[config.mk]
export PLATFORM = sky130hd
export DESIGN_NAME = tick_meter
export DESIGN_NICKNAME = d
export VERILOG_FILES = /design/src/rtl/tick_meter.sv
export SDC_FILE = /design/constraint.sdc
export NUM_CORES = 1
export LEC_CHECK = 0
export ABC_CLOCK_PERIOD_IN_PS = 2000
export BUFFER_PORTS_ARGS = -buffer_cell sky130_fd_sc_hd__buf_2
export CORE_ASPECT_RATIO = 1.1
export CORE_MARGIN = 1.5
export CORE_UTILIZATION = 40
export DETAILED_ROUTE_END_ITERATION = 6
export SYNTH_ARGS = -nofsm -noshare
export SYNTH_HDL_FRONTEND = slang
export SYNTH_SLANG_ARGS = --single-unit
[constraint.sdc]
create_clock -name clk -period 2 [get_ports clk]
set_input_delay 0.4 -clock clk [delete_from_list [all_inputs] [get_ports clk]]
set_output_delay 0.4 -clock clk [all_outputs]
set_load 0.02 [all_outputs]
[src/rtl/tick_meter.sv]
// tick_meter: period / high-time meter for a slow asynchronous square wave.
// Build option TICK_METER_AVG_EN reports four-period averages.
module tick_meter #(
  parameter int               CNT_W   = 28,
  parameter logic [CNT_W-1:0] TIMEOUT = 28'd100000000
) (
  input  logic             clk,
  input  logic             rst,
  input  logic             sig_in,
  output logic             edge_tick,
  output logic [CNT_W-1:0] period,
  output logic [CNT_W-1:0] high_time,
  output logic             period_valid,
  output logic             stalled
);

  localparam logic [CNT_W-1:0] ONE     = CNT_W'(1);
  localparam logic [CNT_W-1:0] TO_LAST = TIMEOUT - ONE;

  typedef enum logic {
    IDLE,
    MEASURE
  } state_t;

  state_t           state;
  logic             s1, s2, s3;
  logic             rise, fall;
  logic [CNT_W-1:0] cnt;
  logic [CNT_W-1:0] cnt_inc;
  logic [CNT_W-1:0] high_hold;

  assign rise    = s2 & ~s3;
  assign fall    = ~s2 & s3;
  assign cnt_inc = cnt + ONE;

`ifdef TICK_METER_AVG_EN
  logic [1:0]       avg_n;
  logic [CNT_W+1:0] sum_p, sum_h;
  logic [CNT_W+1:0] sum_p_nx, sum_h_nx;

  assign sum_p_nx = sum_p + {2'b00, cnt_inc};
  assign sum_h_nx = sum_h + {2'b00, high_hold};
`endif

  always_ff @(posedge clk) begin
    if (rst) begin
      s1           <= 1'b0;
      s2           <= 1'b0;
      s3           <= 1'b0;
      state        <= IDLE;
      cnt          <= '0;
      high_hold    <= '0;
      period       <= '0;
      high_time    <= '0;
      period_valid <= 1'b0;
      edge_tick    <= 1'b0;
      stalled      <= 1'b0;
`ifdef TICK_METER_AVG_EN
      avg_n        <= '0;
      sum_p        <= '0;
      sum_h        <= '0;
`endif
    end else begin
      s1           <= sig_in;
      s2           <= s1;
      s3           <= s2;
      edge_tick    <= rise;
      period_valid <= 1'b0;
      unique case (state)
        IDLE: begin
          cnt <= '0;
          if (rise) begin
            state   <= MEASURE;
            stalled <= 1'b0;
          end
        end
        MEASURE: begin
          if (rise) begin
            cnt <= '0;
`ifdef TICK_METER_AVG_EN
            avg_n <= avg_n + 2'd1;
            if (avg_n == 2'd3) begin
              period       <= sum_p_nx[CNT_W+1:2];
              high_time    <= sum_h_nx[CNT_W+1:2];
              period_valid <= 1'b1;
              sum_p        <= '0;
              sum_h        <= '0;
            end else begin
              sum_p <= sum_p_nx;
              sum_h <= sum_h_nx;
            end
`else
            period       <= cnt_inc;
            high_time    <= high_hold;
            period_valid <= 1'b1;
`endif
          end else if (cnt == TO_LAST) begin
            // rise has priority above, so a late edge is never lost
            state   <= IDLE;
            stalled <= 1'b1;
            cnt     <= '0;
`ifdef TICK_METER_AVG_EN
            avg_n   <= '0;
            sum_p   <= '0;
            sum_h   <= '0;
`endif
          end else begin
            cnt <= cnt_inc;
            if (fall)
              high_hold <= cnt_inc;
          end
        end
        default: state <= IDLE;
      endcase
    end
  end

endmodule
==> summary.txt, run 1 <==
Power
  – Pwr Total: 5460 uW
  – P_leak: 0.00202 uW
  – VDD IR max: 0.497 mV
  – Power Density: 1000 nW/um^2

Synthesis
  – Yosys top cell by area: dfxtp_1
  – Sequential-to-total area share from yosys stat: 54.7%
  – Post-synthesis instance area: 4360 sq um
  – Seq cells post-synth: 119
  – Synth warnings: 0
  – Synth Area per Inst: 9.04 sq um
  – Top cell type's share of synthesized area: 54.7%
  – Syn Inst Count: 482
  – Post-Syn Nets: 486
  – Largest cells by area after synthesis: dfxtp_1 55%, a211oi_1 9.3%, nor2_1 7.9%
  – Synth cell types: 34

Finish
  – Multi-input gate area: 1840 sq um
  – Nets: 547
  – Post-Layout Inst Area: 5440 sq um
  – Fill cells: 973
  – Register area: 2380 sq um
  – Syn-to-layout area delta: 24.9%
  – Ant. Diodes: 0
  – Layout cells sized above 1: 20.3%

Timing
  – Fmax: 543 MHz
  – Worst Tran Pin Value: 0.382 ns
  – Hold slack: 0.227 ns
  – Min Tclk post-route: 1.84 ns
  – # setup viols final: 0
  – Period utilization: 92.1%
  – Final TNS setup: 0 ns
  – Final slew viol count: 0
  – Max-slew headroom: 74.5%
  – Clk_skew: 0.00921 ns
  – Final Hold Viols: 0

Global route
  – First-pass GRT wire length: 16,100 microns
  – Remaining Overflow, GRT: 0
  – Initial antenna violation count: 0
  – Vias in the first global route: 3,430
  – Largest net degree at the start of global routing: 92
  – Tot GR Track Use: 18.0%

Die
  – Die width: 103 microns
  – Initial core utilization: 41.5%
  – Die Area: 11,500 sq um
  – Die height: 112 microns
  – Core Area: 10,500 sq um
  – Rows: 39
  – I/O pins: 62

Placed design
  – HPWL after DPL: 6140 microns
  – Gpl congestion: 0.820
  – I/O Buffers: 61
  – DP Area: 4840 sq um

Routing
  – Via count: 3,448
  – TritonRoute pass-1 iters: 4
  – WL final: 9450 microns
  – DR vias/cell: 4.93
  – Drt drc: 0
  – DR WL/cell: 13.5 microns
  – DR iter-0 viols: 159
  – Post-route ant nets: 0

Critical path
  – Crit Path Category: reg2reg
  – Crit start category: register
  – Critical Path AT: 2.11 ns
  – Worst path max stage delay: 0.50 ns
  – CP endpoint kind: register
  – Worst path cell trace: nand4_4, nor4_4, buf_4, nand4_1, xor2_1, a211oi_1
  – CP Max Fanout: 7
  – Slowest CP cell: dfxtp_1
  – Worst EP required: 2.27 ns
  – Reg2reg setup slack: 0.16 ns

CTS
  – Sink Count: 119
  – CTS tree: done
  – Clock latency on the worst-skew pair: 0.41 ns
  – Worst-path clk slew: 0.05 ns
  – Hold buffers post-CTS: 0
  – Clock Path Buffers: 2
  – Num CTS Buffers: 17
  – H-tree depth: 4
  – CTS Root Cell: clkbuf_16

Hold path
  – Hold Path Class: in2reg

Flow run
  – Max Cap Viol: 0

Run status
  – Status: completed
cells in the mapped netlist, drive strengths merged:
master  count
buf         9
nand4      13
ha          1
and3        7
a211oi     54
nand2b      1
dfxtp     119
nor2b       4
nor4        3
nor2       92
mux2i       1
inv         2
or4         1
nor3        3
and4        2
or3         1
nand2      62
nand3b      1
a21oi      31
clkbuf     24
a31oi       1
xor2       19
o21ai       1
nor4b       1
nand3      18
and2        3
o41ai       1
xnor2       7
worst max-delay path: cells and delay by family (launching register included):
family / cells / cell delay (ns)
and+or+nand+nor: 3 / 0.58
DFF: 1 / 0.50
xor gates and xnor gates: 1 / 0.30
AOI/OAI and AO/OA: 1 / 0.12
buffers and inverters: 1 / 0.20
repair_timing:
| item | CTS | global route |
|---|---|---|
| buffers inserted | 0 | 0 |
| resized for setup | 0 | 3 |
| endpoints found under the setup margin | 0 | 26 |
path summary, 6_finish.rpt:
check               startpoint                         end  cells after the start
max          cnt[7]$_SDFF_PP0_  high_hold[27]$_SDFFE_PP0P_                      6
min                     sig_in               s1$_SDFF_PP0_                      2
max reg2reg  cnt[7]$_SDFF_PP0_  high_hold[27]$_SDFFE_PP0P_                      6
min reg2reg      s1$_SDFF_PP0_               s2$_SDFF_PP0_                      1
cells by family after synthesis:
kind of cell	count (synthesis)	synth area share, %
buf+inv	35	3.45
compound gates	88	13.7
mux	1	0.230
simple gates	212	22.5
flops	119	54.7
fa+ha+maj	1	0.287
xor+xnor	26	5.23
area by class of cell:
cell class                      instances  share of cell area, %
Sequential cell                       119                   43.8
Multi-Input combinational cell        328                   33.8
Clock buffer                           24                   9.03
Timing Repair Buffer                   75                   8.23
Tap cell                              143                   3.29
Clock inverter                          8                   1.75
Inverter                                2                  0.138
per-stage QoR:
stage	setup slack, ns	utilization, %	std cells
after CTS	0.119	51.7	699
after floorplan	0.274	-	482
after detailed placement	0.151	46.2	667
final	0.158	51.9	699
after global routing	-0.00236	51.9	699
after global placement	0.161	46.2	667
cell usage in the layout (no fill, tap or decap), types with 4 or more instances in the layout:
cell / count
clkinv_2: 4
clkbuf_16: 17
buf_2: 61
a211oi_1: 54
nand3_1: 17
dfxtp_1: 118
nand2_1: 62
clkbuf_8: 4
nor2_1: 92
nand4_1: 11
and3_1: 7
xnor2_1: 7
buf_4: 11
xor2_1: 19
a21oi_1: 31
nor2b_1: 4
sequential cells by signal (all words and copies together) (netlist names), 28 cells and up:
register / flops
period: 28
cnt: 28
high_hold: 28
high_time: 28
power by group:
| part | total, uW | switching [uW] | internal (uW) |
|---|---|---|---|
| combinational | 95.9 | 67.2 | 28.7 |
| clock | 2970 | 1020 | 1960 |
| sequential | 2400 | 8.93 | 2390 |
metal layers:
metal	track usage (%)	part of all wire (%)	vias up
li1	-	-	1780
met4	9.68	2.0	0
met1	21.9	47	1603
met2	28.7	48	52
met3	4.67	3.0	13
met5	0	0	-
Note: power is estimated with default switching activity, not from simulation.
==> run 2, diff against run 1 <==
Settings changed: ABC_CLOCK_PERIOD_IN_PS 2000 to 1900.
Clock period 2 ns to 1.9 ns, I/O delays scaled along.
==> summary.txt, run 2 (same netlist as run 1, synthesis figures left out) <==
Finish
  – Syn-to-layout area delta: 26.8% (was 24.9%)
  – Nets: 553 (was 547)
  – Most frequent cells in the layout: 115 x dfxtp_1, 92 x nor2_1, 62 x nand2_1, 61 x buf_2, 51 x a211oi_1 (was 118 x dfxtp_1, 92 x nor2_1, 62 x nand2_1, 61 x buf_2, 54 x a211oi_1)
  – Ant. Diodes: 0 (unchanged)
  – Layout cells sized above 1: 23.3% (was 20.3%)
  – Most common cell after layout, fill and taps aside: dfxtp_1 (unchanged)
  – Post-Layout Inst Area: 5520 sq um (was 5440 sq um)
  – Count of non-filler cells in the finished layout: 705 (was 699)
  – Fill cells: 952 (was 973)

Routing
  – Post-route ant nets: 0 (unchanged)
  – TritonRoute pass-1 iters: 4 (unchanged)
  – DR vias/cell: 4.90 (was 4.93)
  – Via count: 3,455 (was 3,448)
  – WL final: 9520 microns (was 9450 microns)
  – Drt drc: 0 (unchanged)
  – DR WL/cell: 13.5 microns (about the same)
  – DR iter-0 viols: 171 (was 159)

Global route
  – Initial antenna violation count: 0 (unchanged)
  – Largest net degree at the start of global routing: 92 (unchanged)
  – Vias in the first global route: 3,392 (was 3,430)
  – Tot GR Track Use: 18.0% (about the same)
  – First-pass GRT wire length: 16,100 microns (about the same)
  – Remaining Overflow, GRT: 0 (unchanged)

CTS
  – Post CTS Setup Buffer Count: 0 (unchanged)
  – Sink Count: 119 (unchanged)
  – CTS Root Cell: clkbuf_16 (unchanged)
  – Worst-path clk slew: 0.05 ns (about the same)
  – Clock Path Buffers: 2 (unchanged)
  – H-tree depth: 4 (unchanged)
  – Num CTS Buffers: 17 (unchanged)
  – CTS tree: done (unchanged)
  – Clock latency on the worst-skew pair: 0.40 ns (was 0.41 ns)

Critical path
  – Crit Path Category: reg2reg (unchanged)
  – Reg2reg setup slack: 0.10 ns (was 0.16 ns)
  – Worst EP required: 2.22 ns (was 2.27 ns)
  – R2R depth: 6 (unchanged)
  – CP delay by family, top: simple AND/OR/NAND/NOR gates (unchanged)
  – Worst path depth: 6 (unchanged)
  – Worst path max stage delay: 0.45 ns (was 0.50 ns)
  – Critical Path AT: 2.11 ns (about the same)
  – Worst path cell trace: nand4_4, nor4_4, buf_4, nand3_1, xor2_2, a211oi_1 (was nand4_4, nor4_4, buf_4, nand4_1, xor2_1, a211oi_1)
  – Crit start category: register (unchanged)
  – CP Max Fanout: 5 (was 7)
  – CP bufs+invs: 1 (unchanged)
  – CP endpoint kind: register (unchanged)
  – Slowest CP cell: dfxtp_1 (unchanged)

Die
  – Rows: 39 (unchanged)
  – I/O pins: 62 (unchanged)
  – Die height: 112 microns (unchanged)
  – Die width: 103 microns (unchanged)
  – Core Area: 10,500 sq um (unchanged)
  – Initial core utilization: 41.5% (unchanged)
  – Die Area: 11,500 sq um (unchanged)

Timing
  – Fmax: 556 MHz (was 543 MHz)
  – # setup viols final: 0 (unchanged)
  – RSZ-0062 raised after global routing: yes
  – Post-route setup slack: 0.102 ns (was 0.158 ns)
  – Period utilization: 94.6% (was 92.1%)
  – Worst Tran Pin Value: 0.402 ns (was 0.382 ns)
  – Max-slew headroom: 73.0% (was 74.5%)
  – Final slew viol count: 0 (unchanged)
  – Clk_skew: 0.00664 ns (was 0.00921 ns)
  – Final Hold Viols: 0 (unchanged)
  – Min Tclk post-route: 1.80 ns (was 1.84 ns)

Hold path
  – Hold Path Class: in2reg (unchanged)
  – WHS Path Cells: 2 (unchanged)

Power
  – Power Density: 1020 nW/um^2 (was 1000 nW/um^2)
  – Pwr Total: 5650 uW (was 5460 uW)
  – P_leak: 0.00204 uW (was 0.00202 uW)
  – VDD IR max: 0.528 mV (was 0.497 mV)

Flow run
  – Max Cap Viol: 0 (unchanged)

Placed design
  – HPWL after DPL: 6250 microns (was 6140 microns)
  – DP Area: 4890 sq um (was 4840 sq um)
  – Gpl congestion: 0.788 (was 0.820)
  – I/O Buffers: 61 (unchanged)
  – Pre-CTS setup slack: 0.0109 ns (was 0.151 ns)
  – Dpl cells: 673 (was 667)

Run status
  – Status: completed (unchanged)
==> run 2: final cells by class <==
| class | count | area (sq um) | share of cell area (%) |
|---|---|---|---|
| flip-flops and latches | 119 | 2390 | 43.2 |
| multi-input cells | 328 | 1890 | 34.1 |
| well taps | 143 | 179 | 3.24 |
| inverters | 2 | 7.51 | 0.136 |
| repair buffers | 81 | 497 | 8.99 |
| clock inverters | 10 | 103 | 1.86 |
| clock buffers | 22 | 464 | 8.41 |
==> run 2: worst paths after layout <==
path,from,end
setup / recovery,cnt[6]$_SDFF_PP0_,period[25]$_SDFFE_PP0N_
hold / removal,sig_in,s1$_SDFF_PP0_
setup reg to reg,cnt[6]$_SDFF_PP0_,period[25]$_SDFFE_PP0N_
hold reg to reg,s1$_SDFF_PP0_,s2$_SDFF_PP0_
==> run 2: per-stage QoR <==
stage	utilization (%)	hold slack, ns	setup TNS (ns)
after floorplan	-	0.414	0
after global placement	46.6	0.428	0
after detailed placement	46.6	0.430	0
after CTS	52.0	0.188	0
after global routing	52.6	0.201	-0.0223
final	52.6	0.204	0
==> run 2: power breakdown <==
group / switching, uW / leakage (uW) / internal [uW]
Sequential: 9.28 / 0.000962 / 2520
Clock: 1050 / 0.000283 / 1980
Combinational: 72.4 / 0.000800 / 31.7
Total: 1130 / 0.00204 / 4530
==> run 2: what timing repair did <==
item	4_1_cts	5_1_grt
endpoints found under the setup margin	13	51
hold buffers	0	0
pin swaps	0	2
gates resized for setup	1	14
==> run 2: layer usage <==
layer | routed length, microns | track usage, % | part of all wire [%]
met1 | 4550 | 22.4 | 48
met2 | 4600 | 28.4 | 48
met3 | 233 | 5.35 | 2.4
met4 | 140 | 8.22 | 1.5
met5 | 0 | 0 | 0
